--- config.mk ---
export PLATFORM = sky130hd
export DESIGN_NAME = autoanim_ctrl_flat
export DESIGN_NICKNAME = d
export VERILOG_FILES = /design/src/rtl/autoanim_ctrl_if.sv /design/src/rtl/autoanim_ctrl.sv /design/src/flat_wrapper.sv
export SDC_FILE = /design/constraint.sdc
export NUM_CORES = 1
export LEC_CHECK = 0
export BUFFER_PORTS_ARGS = -buffer_cell sky130_fd_sc_hd__buf_4
export CORE_AREA = 2 2 64 66
export DETAILED_ROUTE_END_ITERATION = 16
export DIE_AREA = 0 0 66 68
export PLACE_DENSITY_LB_ADDON = 0.2
export RECOVER_POWER = 25
export SLEW_MARGIN = 30
export SYNTH_ARGS = -nofsm -noshare
export SYNTH_HDL_FRONTEND = slang
export SYNTH_SLANG_ARGS = --single-unit
--- constraint.sdc ---
create_clock -name clk -period 2.3 [get_ports clk]
set_input_delay 0.46 -clock clk [delete_from_list [all_inputs] [get_ports clk]]
set_output_delay 0.46 -clock clk [all_outputs]
set_load 0.1 [all_outputs]
--- src/rtl/autoanim_ctrl_if.sv ---
// -----------------------------------------------------------------------------
// autoanim_ctrl_if
//  Tile lookup path between the sprite map fetch and the tile fetch stage.
//  There are two streams:
//   request : tile_valid / tile_ready / tile_in / tile_attr  (upstream -> ctrl)
//   result  : tout_valid / tout_ready / tile_out             (ctrl -> downstream)
//  Modports:
//   slave  - the auto-animation controller
//   master - the surrounding fetch logic (or the testbench)
// -----------------------------------------------------------------------------
interface autoanim_ctrl_if #(
    parameter int TILE_W = 20
);
    logic              tile_valid;
    logic              tile_ready;
    logic [TILE_W-1:0] tile_in;
    logic [1:0]        tile_attr;
    logic              tout_valid;
    logic              tout_ready;
    logic [TILE_W-1:0] tile_out;

    modport slave (
        input  tile_valid,
        output tile_ready,
        input  tile_in,
        input  tile_attr,
        output tout_valid,
        input  tout_ready,
        output tile_out
    );

    modport master (
        output tile_valid,
        input  tile_ready,
        output tile_in,
        output tile_attr,
        input  tout_valid,
        output tout_ready,
        input  tile_out
    );
endinterface

--- src/rtl/autoanim_ctrl.sv ---
// -----------------------------------------------------------------------------
// autoanim_ctrl
//  Auto-animation controller for the LSPC video path. It holds the LSPCMODE
//  speed byte and the auto-animation disable bit. It runs a per-frame down
//  timer that advances a 3-bit animation frame counter. It also replaces the
//  low tile-number bits of sprite fetches that are flagged for auto-animation.
//
//  Optional feature macro: AA_RESYNC_EN. When it is defined, the resync_i port
//  exists. A resync pulse restarts the counter and the timer.
//
//  Ports
//   clk          system clock
//   rst          asynchronous reset, active-high
//   reg_wr_i     1-cycle LSPCMODE write strobe
//   din_i        write data: [15:8] = speed, [3] = auto-animation disable
//   frame_tick_i 1-cycle pulse once per frame (vblank start)
//   resync_i     (AA_RESYNC_EN only) counter/timer restart pulse
//   tile_if      request/result tile streams (slave side)
//   aa_count_o   current animation frame
//   aa_speed_o   speed register readback
//   aa_disable_o disable bit readback
// -----------------------------------------------------------------------------
module autoanim_ctrl #(
    parameter int         TILE_W      = 20,
    parameter logic [7:0] SPEED_RESET = 8'h00
) (
    input  logic                 clk,
    input  logic                 rst,
    input  logic                 reg_wr_i,
    input  logic [15:0]          din_i,
    input  logic                 frame_tick_i,
`ifdef AA_RESYNC_EN
    input  logic                 resync_i,
`endif
    autoanim_ctrl_if.slave       tile_if,
    output logic [2:0]           aa_count_o,
    output logic [7:0]           aa_speed_o,
    output logic                 aa_disable_o
);

    logic [7:0]        speed_q,    speed_d;
    logic              disable_q,  disable_d;
    logic [7:0]        timer_q,    timer_d;
    logic [2:0]        count_q,    count_d;
    logic              tout_valid_q, tout_valid_d;
    logic [TILE_W-1:0] tile_out_q,   tile_out_d;
    logic              accept_s;
    logic              tile_ready_s;

    // LSPCMODE bits that this block does not own
    logic unused_din_s;
    assign unused_din_s = ^{din_i[7:4], din_i[2:0]};

    // Replace the low tile bits with the animation frame. An 8-frame
    // animation takes priority over a 4-frame one.
    function automatic logic [TILE_W-1:0] aa_sub(
        input logic [TILE_W-1:0] t,
        input logic [1:0]        attr,
        input logic [2:0]        cnt,
        input logic              dis
    );
        logic [TILE_W-1:0] r;
        r = t;
        if (dis) begin
            r = t;
        end else if (attr[1]) begin
            r = {t[TILE_W-1:3], cnt};
        end else if (attr[0]) begin
            r = {t[TILE_W-1:2], cnt[1:0]};
        end else begin
            r = t;
        end
        return r;
    endfunction

    // LSPCMODE write: speed and disable take the new value on the next edge
    always_comb begin
        speed_d   = speed_q;
        disable_d = disable_q;
        if (reg_wr_i) begin
            speed_d   = din_i[15:8];
            disable_d = din_i[3];
        end else begin
            speed_d   = speed_q;
            disable_d = disable_q;
        end
    end

    // Frame timer and animation counter. A reload always uses speed_q, so
    // a write in the same cycle only applies to the following reload.
    always_comb begin
        timer_d = timer_q;
        count_d = count_q;
`ifdef AA_RESYNC_EN
        if (resync_i) begin
            timer_d = speed_q;
            count_d = 3'd0;
        end else
`endif
        if (frame_tick_i) begin
            if (timer_q == 8'd0) begin
                timer_d = speed_q;
                count_d = count_q + 3'd1;
            end else begin
                timer_d = timer_q - 8'd1;
                count_d = count_q;
            end
        end else begin
            timer_d = timer_q;
            count_d = count_q;
        end
    end

    // The single output slot can accept a request when it is empty or is being drained
    assign tile_ready_s = ~tout_valid_q | tile_if.tout_ready;
    assign accept_s     = tile_if.tile_valid & tile_ready_s;

    // Output slot: load on accept, empty after handshake, otherwise hold
    always_comb begin
        tout_valid_d = tout_valid_q;
        tile_out_d   = tile_out_q;
        if (accept_s) begin
            tout_valid_d = 1'b1;
            tile_out_d   = aa_sub(tile_if.tile_in, tile_if.tile_attr, count_q, disable_q);
        end else if (tile_if.tout_ready) begin
            tout_valid_d = 1'b0;
            tile_out_d   = tile_out_q;
        end else begin
            tout_valid_d = tout_valid_q;
            tile_out_d   = tile_out_q;
        end
    end

    // State registers
    always_ff @(posedge clk or posedge rst) begin
        if (rst) begin
            speed_q      <= SPEED_RESET;
            disable_q    <= 1'b0;
            timer_q      <= SPEED_RESET;
            count_q      <= 3'd0;
            tout_valid_q <= 1'b0;
            tile_out_q   <= '0;
        end else begin
            speed_q      <= speed_d;
            disable_q    <= disable_d;
            timer_q      <= timer_d;
            count_q      <= count_d;
            tout_valid_q <= tout_valid_d;
            tile_out_q   <= tile_out_d;
        end
    end

    assign tile_if.tile_ready = tile_ready_s;
    assign tile_if.tout_valid = tout_valid_q;
    assign tile_if.tile_out   = tile_out_q;
    assign aa_count_o         = count_q;
    assign aa_speed_o         = speed_q;
    assign aa_disable_o       = disable_q;

endmodule

--- src/flat_wrapper.sv ---
// flat-port wrapper written by rule: the top's interface ports become plain ports
module autoanim_ctrl_flat 
#(
    parameter int         TILE_W      = 20,
    parameter logic [7:0] SPEED_RESET = 8'h00
)
  (clk, rst, reg_wr_i, din_i, frame_tick_i, aa_count_o, aa_speed_o, aa_disable_o, tile_if_tile_valid, tile_if_tile_ready, tile_if_tile_in, tile_if_tile_attr, tile_if_tout_valid, tile_if_tout_ready, tile_if_tile_out);
  autoanim_ctrl_if #(.TILE_W(TILE_W)) tile_if_i ();
  input  logic clk;
  input  logic rst;
  input  logic reg_wr_i;
  input  logic [15:0] din_i;
  input  logic frame_tick_i;
  output logic [2:0] aa_count_o;
  output logic [7:0] aa_speed_o;
  output logic aa_disable_o;
  input wire logic [$bits(tile_if_i.tile_valid)-1:0] tile_if_tile_valid;
  output wire logic [$bits(tile_if_i.tile_ready)-1:0] tile_if_tile_ready;
  input wire logic [$bits(tile_if_i.tile_in)-1:0] tile_if_tile_in;
  input wire logic [$bits(tile_if_i.tile_attr)-1:0] tile_if_tile_attr;
  output wire logic [$bits(tile_if_i.tout_valid)-1:0] tile_if_tout_valid;
  input wire logic [$bits(tile_if_i.tout_ready)-1:0] tile_if_tout_ready;
  output wire logic [$bits(tile_if_i.tile_out)-1:0] tile_if_tile_out;
  assign tile_if_i.tile_valid = tile_if_tile_valid;
  assign tile_if_tile_ready = tile_if_i.tile_ready;
  assign tile_if_i.tile_in = tile_if_tile_in;
  assign tile_if_i.tile_attr = tile_if_tile_attr;
  assign tile_if_tout_valid = tile_if_i.tout_valid;
  assign tile_if_i.tout_ready = tile_if_tout_ready;
  assign tile_if_tile_out = tile_if_i.tile_out;
  autoanim_ctrl #(.TILE_W(TILE_W), .SPEED_RESET(SPEED_RESET)) u_core (.clk(clk), .rst(rst), .reg_wr_i(reg_wr_i), .din_i(din_i), .frame_tick_i(frame_tick_i), .tile_if(tile_if_i), .aa_count_o(aa_count_o), .aa_speed_o(aa_speed_o), .aa_disable_o(aa_disable_o));
endmodule
Word-level counts from Yosys, hierarchy flattened

Cells that the tools add are included.

Add/sub/neg operators: 2
Reduce and logical (&&, ||, !) cells: 3
Muxes and demuxes: 6
Bitwise logic cells: 3

Operators with widths:

| kind                | number |
|---|---|
| $logic_not 8->1     | 1 |
| $mux 8              | 1 |
| $sub 8x1->8 const B | 1 |
| $mux 3              | 2 |
| $add 3x1->3 const B | 1 |
| $mux 1              | 2 |
| $mux 2              | 1 |
| $reduce_and 2->1    | 1 |
| $reduce_bool 2->1   | 1 |
| $and 1x1->1         | 1 |
| $not 1->1           | 1 |
| $or 1x1->1          | 1 |

Register bits after elaboration: 41
Output and inout port bits: 34
Logic and storage cells: 20

Longest topological paths before layout

Depth in word-level cells: 4
Mapped depth: 5

Worst setup path after synthesis

Ideal clock, no wire load.

Path kind: register -> register
From: reg u_core.tout_valid_q (netlist: u_core.tile_if.tout_valid)
To: reg u_core.tile_out_q[10] (netlist: u_core.tile_if.tile_out[10])
Stages on the path, launching flop included: 6
Data required time: 2174 ps
Path buffers: 2
Arrival: 2155 ps
Period minus slack after synthesis: 2281 ps
Library setup time: 126 ps
Slack: 19 ps
Path through: dfrtp_1 -> nand2b_1 -> buf_2 -> nand2_2 -> buf_2 -> mux2_2

Longest elaborated chain between the ends: 3

Ends and longest elaborated chain:

| element                      | line                 | text |
|---|---|---|
| from (decl)                  | autoanim_ctrl.sv:45  | `logic tout_valid_q, tout_valid_d;` |
| from (signal assigned)       | autoanim_ctrl.sv:148 | `tout_valid_q <= tout_valid_d;` |
| $not 1->1                    | autoanim_ctrl.sv:115 | `assign tile_ready_s = ~tout_valid_q \| tile_if.tout_ready;` |
| $or 1x1->1                   | autoanim_ctrl.sv:115 |  |
| named net tile_if_tile_ready | flat_wrapper.sv:18   | `output wire logic [$bits(tile_if_i.tile_ready)-1:0] tile_if_tile_ready;` |
| $and 1x1->1                  | autoanim_ctrl.sv:116 | `assign accept_s = tile_if.tile_valid & tile_ready_s;` |
| to (signal assigned)         | autoanim_ctrl.sv:149 | `tile_out_q <= tile_out_d;` |
| to (decl)                    | autoanim_ctrl.sv:46  | `logic [TILE_W-1:0] tile_out_q, tile_out_d;` |

The timed path passes the listed nets, and every way through them passes these cells.
A chain may end at the register's enable or synchronous reset.

Worst setup path in the final report

From: reg u_core.tout_valid_q (netlist: u_core.tile_if.tout_valid)
To: out tile_if_tile_ready

Longest elaborated chain between the ends: 2

Ends and longest elaborated chain:

| element    | line |
|---|---|
| $not 1->1  | autoanim_ctrl.sv:115 |
| $or 1x1->1 | autoanim_ctrl.sv:115 |
| to (decl)  | flat_wrapper.sv:18 |

Every way passes these cells.

==> results.py <==
metrics = {
    "status": {
        "status": "complete, no violations",
    },
    "drt": {
        "vias": 1374,
        "routed_via_density": 5.18,
        "ant_nets": 0,
        "drt_iter0_markers": 56,
        "drt-total-wl_mm": 3.88,
        "dr.pass1.iters": 4,
        "wl_per_cell_um": 14.6,
        "drc": 0,
    },
    "synth": {
        "post-synth-top-count-cell": "dfrtp_1",
        "synth.largest_area_cell": "dfrtp_1",
        "ys_seq_area_share_pct": 54.4,
        "synth_cell_types": 37,
        "yosys-top-cells-count": "dfrtp_1 (41), mux2_2 (26), inv_1 (7)",
        "synth_fa_ha_area_share_pct": 1.99,
        "netlist_area_um2": 1890,
        "synth.area.mux_share_pct": 18.7,
        "synth_edf_count": 0,
        "synth_xor_area_share_pct": 1.39,
        "synthCells": 143,
        "syn_nets": 190,
        "async_flop_share_pct": 100,
        "synthFlopType": "dfrtp_1",
        "synth_seq_cells": 41,
        "avgSynthCellArea_um2": 13.2,
        "synthTopCellsByArea": "dfrtp_1 (54%), mux2_2 (16%), mux2i_1 (3.2%)",
        "synth_top_cell_area_share_pct": 54.4,
        "synth_top_family_by_area": "multiplexers",
        "synth_compound_area_share_pct": 8.55,
        "yosys.area_share.simple_pct": 11.1,
        "synth_warnings": 0,
    },
    "pwr": {
        "power_density_nw_per_um2": 1150,
        "p_leak_nw": 1.20,
        "switching_share_pct": 43.9,
        "total_power_w": 0.00296,
        "peakVddDrop_mv": 0.569,
        "power_frac_seq_pct": 35.5,
        "power_switching_w": 0.00130,
        "p_clk_share_pct": 22.9,
        "p_int_w": 0.00166,
        "p_comb_share_pct": 41.6,
    },
    "worst_setup_path": {
        "required_ns": 1.84,
        "critical_path.max_fanout": 9,
        "start_kind": "flop",
        "slowest_stage": "dfrtp_1",
        "worstPathCellList": "nand2b_1, buf_4",
        "r2r_setup_slack_ns": 0.59,
        "endpoint_kind": "output port",
        "crit_type": "reg2out",
        "critical_path.max_stage_delay_ns": 0.38,
        "crit_arrival_ns": 1.28,
    },
    "timing": {
        "finalHoldViolations": 0,
        "skew_ns": 0.00453,
        "fmax_mhz": 576,
        "rsz0062_at_grt": "no",
        "tns_ns": 0,
        "tightest_slew_ns": 0.991,
        "drv_slew": 0,
        "finalSetupViolCount": 0,
        "slew_headroom_pct": 34.0,
        "finalCriticalPeriod_ns": 1.74,
        "period_share_pct": 75.4,
    },
    "clock_network": {
        "post_cts_buffers": 0,
        "cts_tree": "yes",
        "root_buffer": "clkbuf_8",
        "clk_pin_slew_ns": 0.08,
        "cts-resized-gates": 0,
        "clk_latency_ns": 0.29,
        "cts_hold_buf": 0,
        "htreeDepth": 2,
        "cts_buffers": 5,
        "cts_sinks": 41,
        "clk_path_buf_depth": 2,
    },
    "floorplanning": {
        "dieArea_um2": 4490,
        "row_count": 23,
        "ios": 78,
        "core_um2": 3860,
        "die_w_um": 66,
        "start_util_pct": 48.9,
        "die_h_um": 68,
    },
    "layout": {
        "fin_cells": 265,
        "nNetsFinal": 261,
        "n_antenna_cell": 0,
        "final_layout_size_suffix_gt1_share_pct": 52.6,
        "multi_input_area_um2": 787,
        "fill_cells": 316,
        "seq_area_um2": 1030,
        "post-route-util_pct": 66.5,
        "area_delta_synth_final_pct": 36.0,
    },
    "min_path": {
        "hp-class": "in2reg",
    },
    "grt": {
        "grt-ovfl-total": 0,
        "grt_pass1_vias": 1254,
        "antenna_found_initial": 0,
        "grt_max_degree": 42,
        "grt_usage_pct": 17.4,
        "grt_first_pass_wirelength_mm": 5.82,
    },
    "placed_design": {
        "gp_congestion": 0.810,
        "dp.cells": 257,
        "hpwl_mm": 2.81,
        "io_buffers": 70,
    },
    "job": {
        "maxCapViolCount": 0,
    },
}
[placed cells by master (no fill, tap or decap), types with 3 or more instances in the layout]
| cell type | n |
|---|---|
| nand2b_1 | 4 |
| ha_1 | 3 |
| inv_1 | 7 |
| a31oi_1 | 3 |
| dfrtp_1 | 41 |
| o21ai_0 | 4 |
| clkbuf_8 | 5 |
| nor3_1 | 4 |
| xnor2_1 | 3 |
| mux2i_1 | 6 |
| a21oi_1 | 4 |
| nand2_1 | 3 |
| mux2_2 | 26 |
| buf_4 | 69 |
[power groups by stage]
stage / logic, W / registers (W) / clock network (W)
finish: 0.00123 / 0.00105 / 0.000678
global route: 0.00129 / 0.00108 / 0.000724
CTS: 0.00124 / 0.00105 / 0.000692
detailed placement: 0.00123 / 0.00106 / 0
global placement: 0.00121 / 0.00105 / 0
floorplan: 0.000428 / 0.00160 / 0
[worst max-delay path, delay by kind of cell, from the launching register on]
family                 cells  cell delay, ns
DFF                        1            0.38
and+or+nand+nor            1            0.25
buffers and inverters      1            0.36
[per-stage QoR]
step	setup slack, ns	hold slack (ns)	area, um^2
3_3_place_gp	0.595	0.488	2430
4_1_cts	0.550	0.310	2570
2_1_floorplan	0.0192	0.528	1890
5_1_grt	0.460	0.382	2570
6_report	0.565	0.383	2570
3_5_place_dp	0.556	0.494	2430
[final timing paths]
kind	startpoint	to	cells past startpoint
max reg2reg	u_core.timer_q[0]	u_core.aa_count_o[1]	5
min reg2reg	u_core.tile_if.tile_out[5]	u_core.tile_if.tile_out[5]	1
min in group asynchronous	rst	u_core.aa_speed_o[4]	3
max in group asynchronous	rst	u_core.aa_count_o[0]	3
min	din_i[10]	u_core.aa_speed_o[2]	3
max	u_core.tile_if.tout_valid	tile_if_tile_ready	2
[cell type report]
| cell class | count | share of cell area, % |
|---|---|---|
| flip-flops and latches | 41 | 40.0 |
| multi-input cells | 88 | 30.7 |
| repair buffers | 71 | 20.7 |
| clock buffers | 5 | 2.68 |
| clock inverters | 3 | 2.54 |
| well taps | 50 | 2.44 |
| inverters | 7 | 1.02 |
[state kept, by name, summed over array words and instances (netlist names)]
signal,cells
u_core.aa_count_o,3
u_core.aa_disable_o,1
u_core.aa_speed_o,8
u_core.timer_q,8
u_core.tile_if.tile_out,20
u_core.tile_if.tout_valid,1
[cells by family (layout without fill, tap and decap cells)]
family	Yosys count	after routing
buf+inv	14	86
fa+ha+maj	3	3
mux	32	32
compound gates	22	22
xor+xnor	3	3
flops	41	41
simple gates	28	28
[metal layers]
layer	routed length, um	share of wire, %	track usage, %
met1	1490	38	21.0
met4	21	0.54	6.89
met2	2120	55	30.3
met5	0	0	0
met3	249	6.4	3.95
No activity file was read; power rests on OpenSTA's default activity.
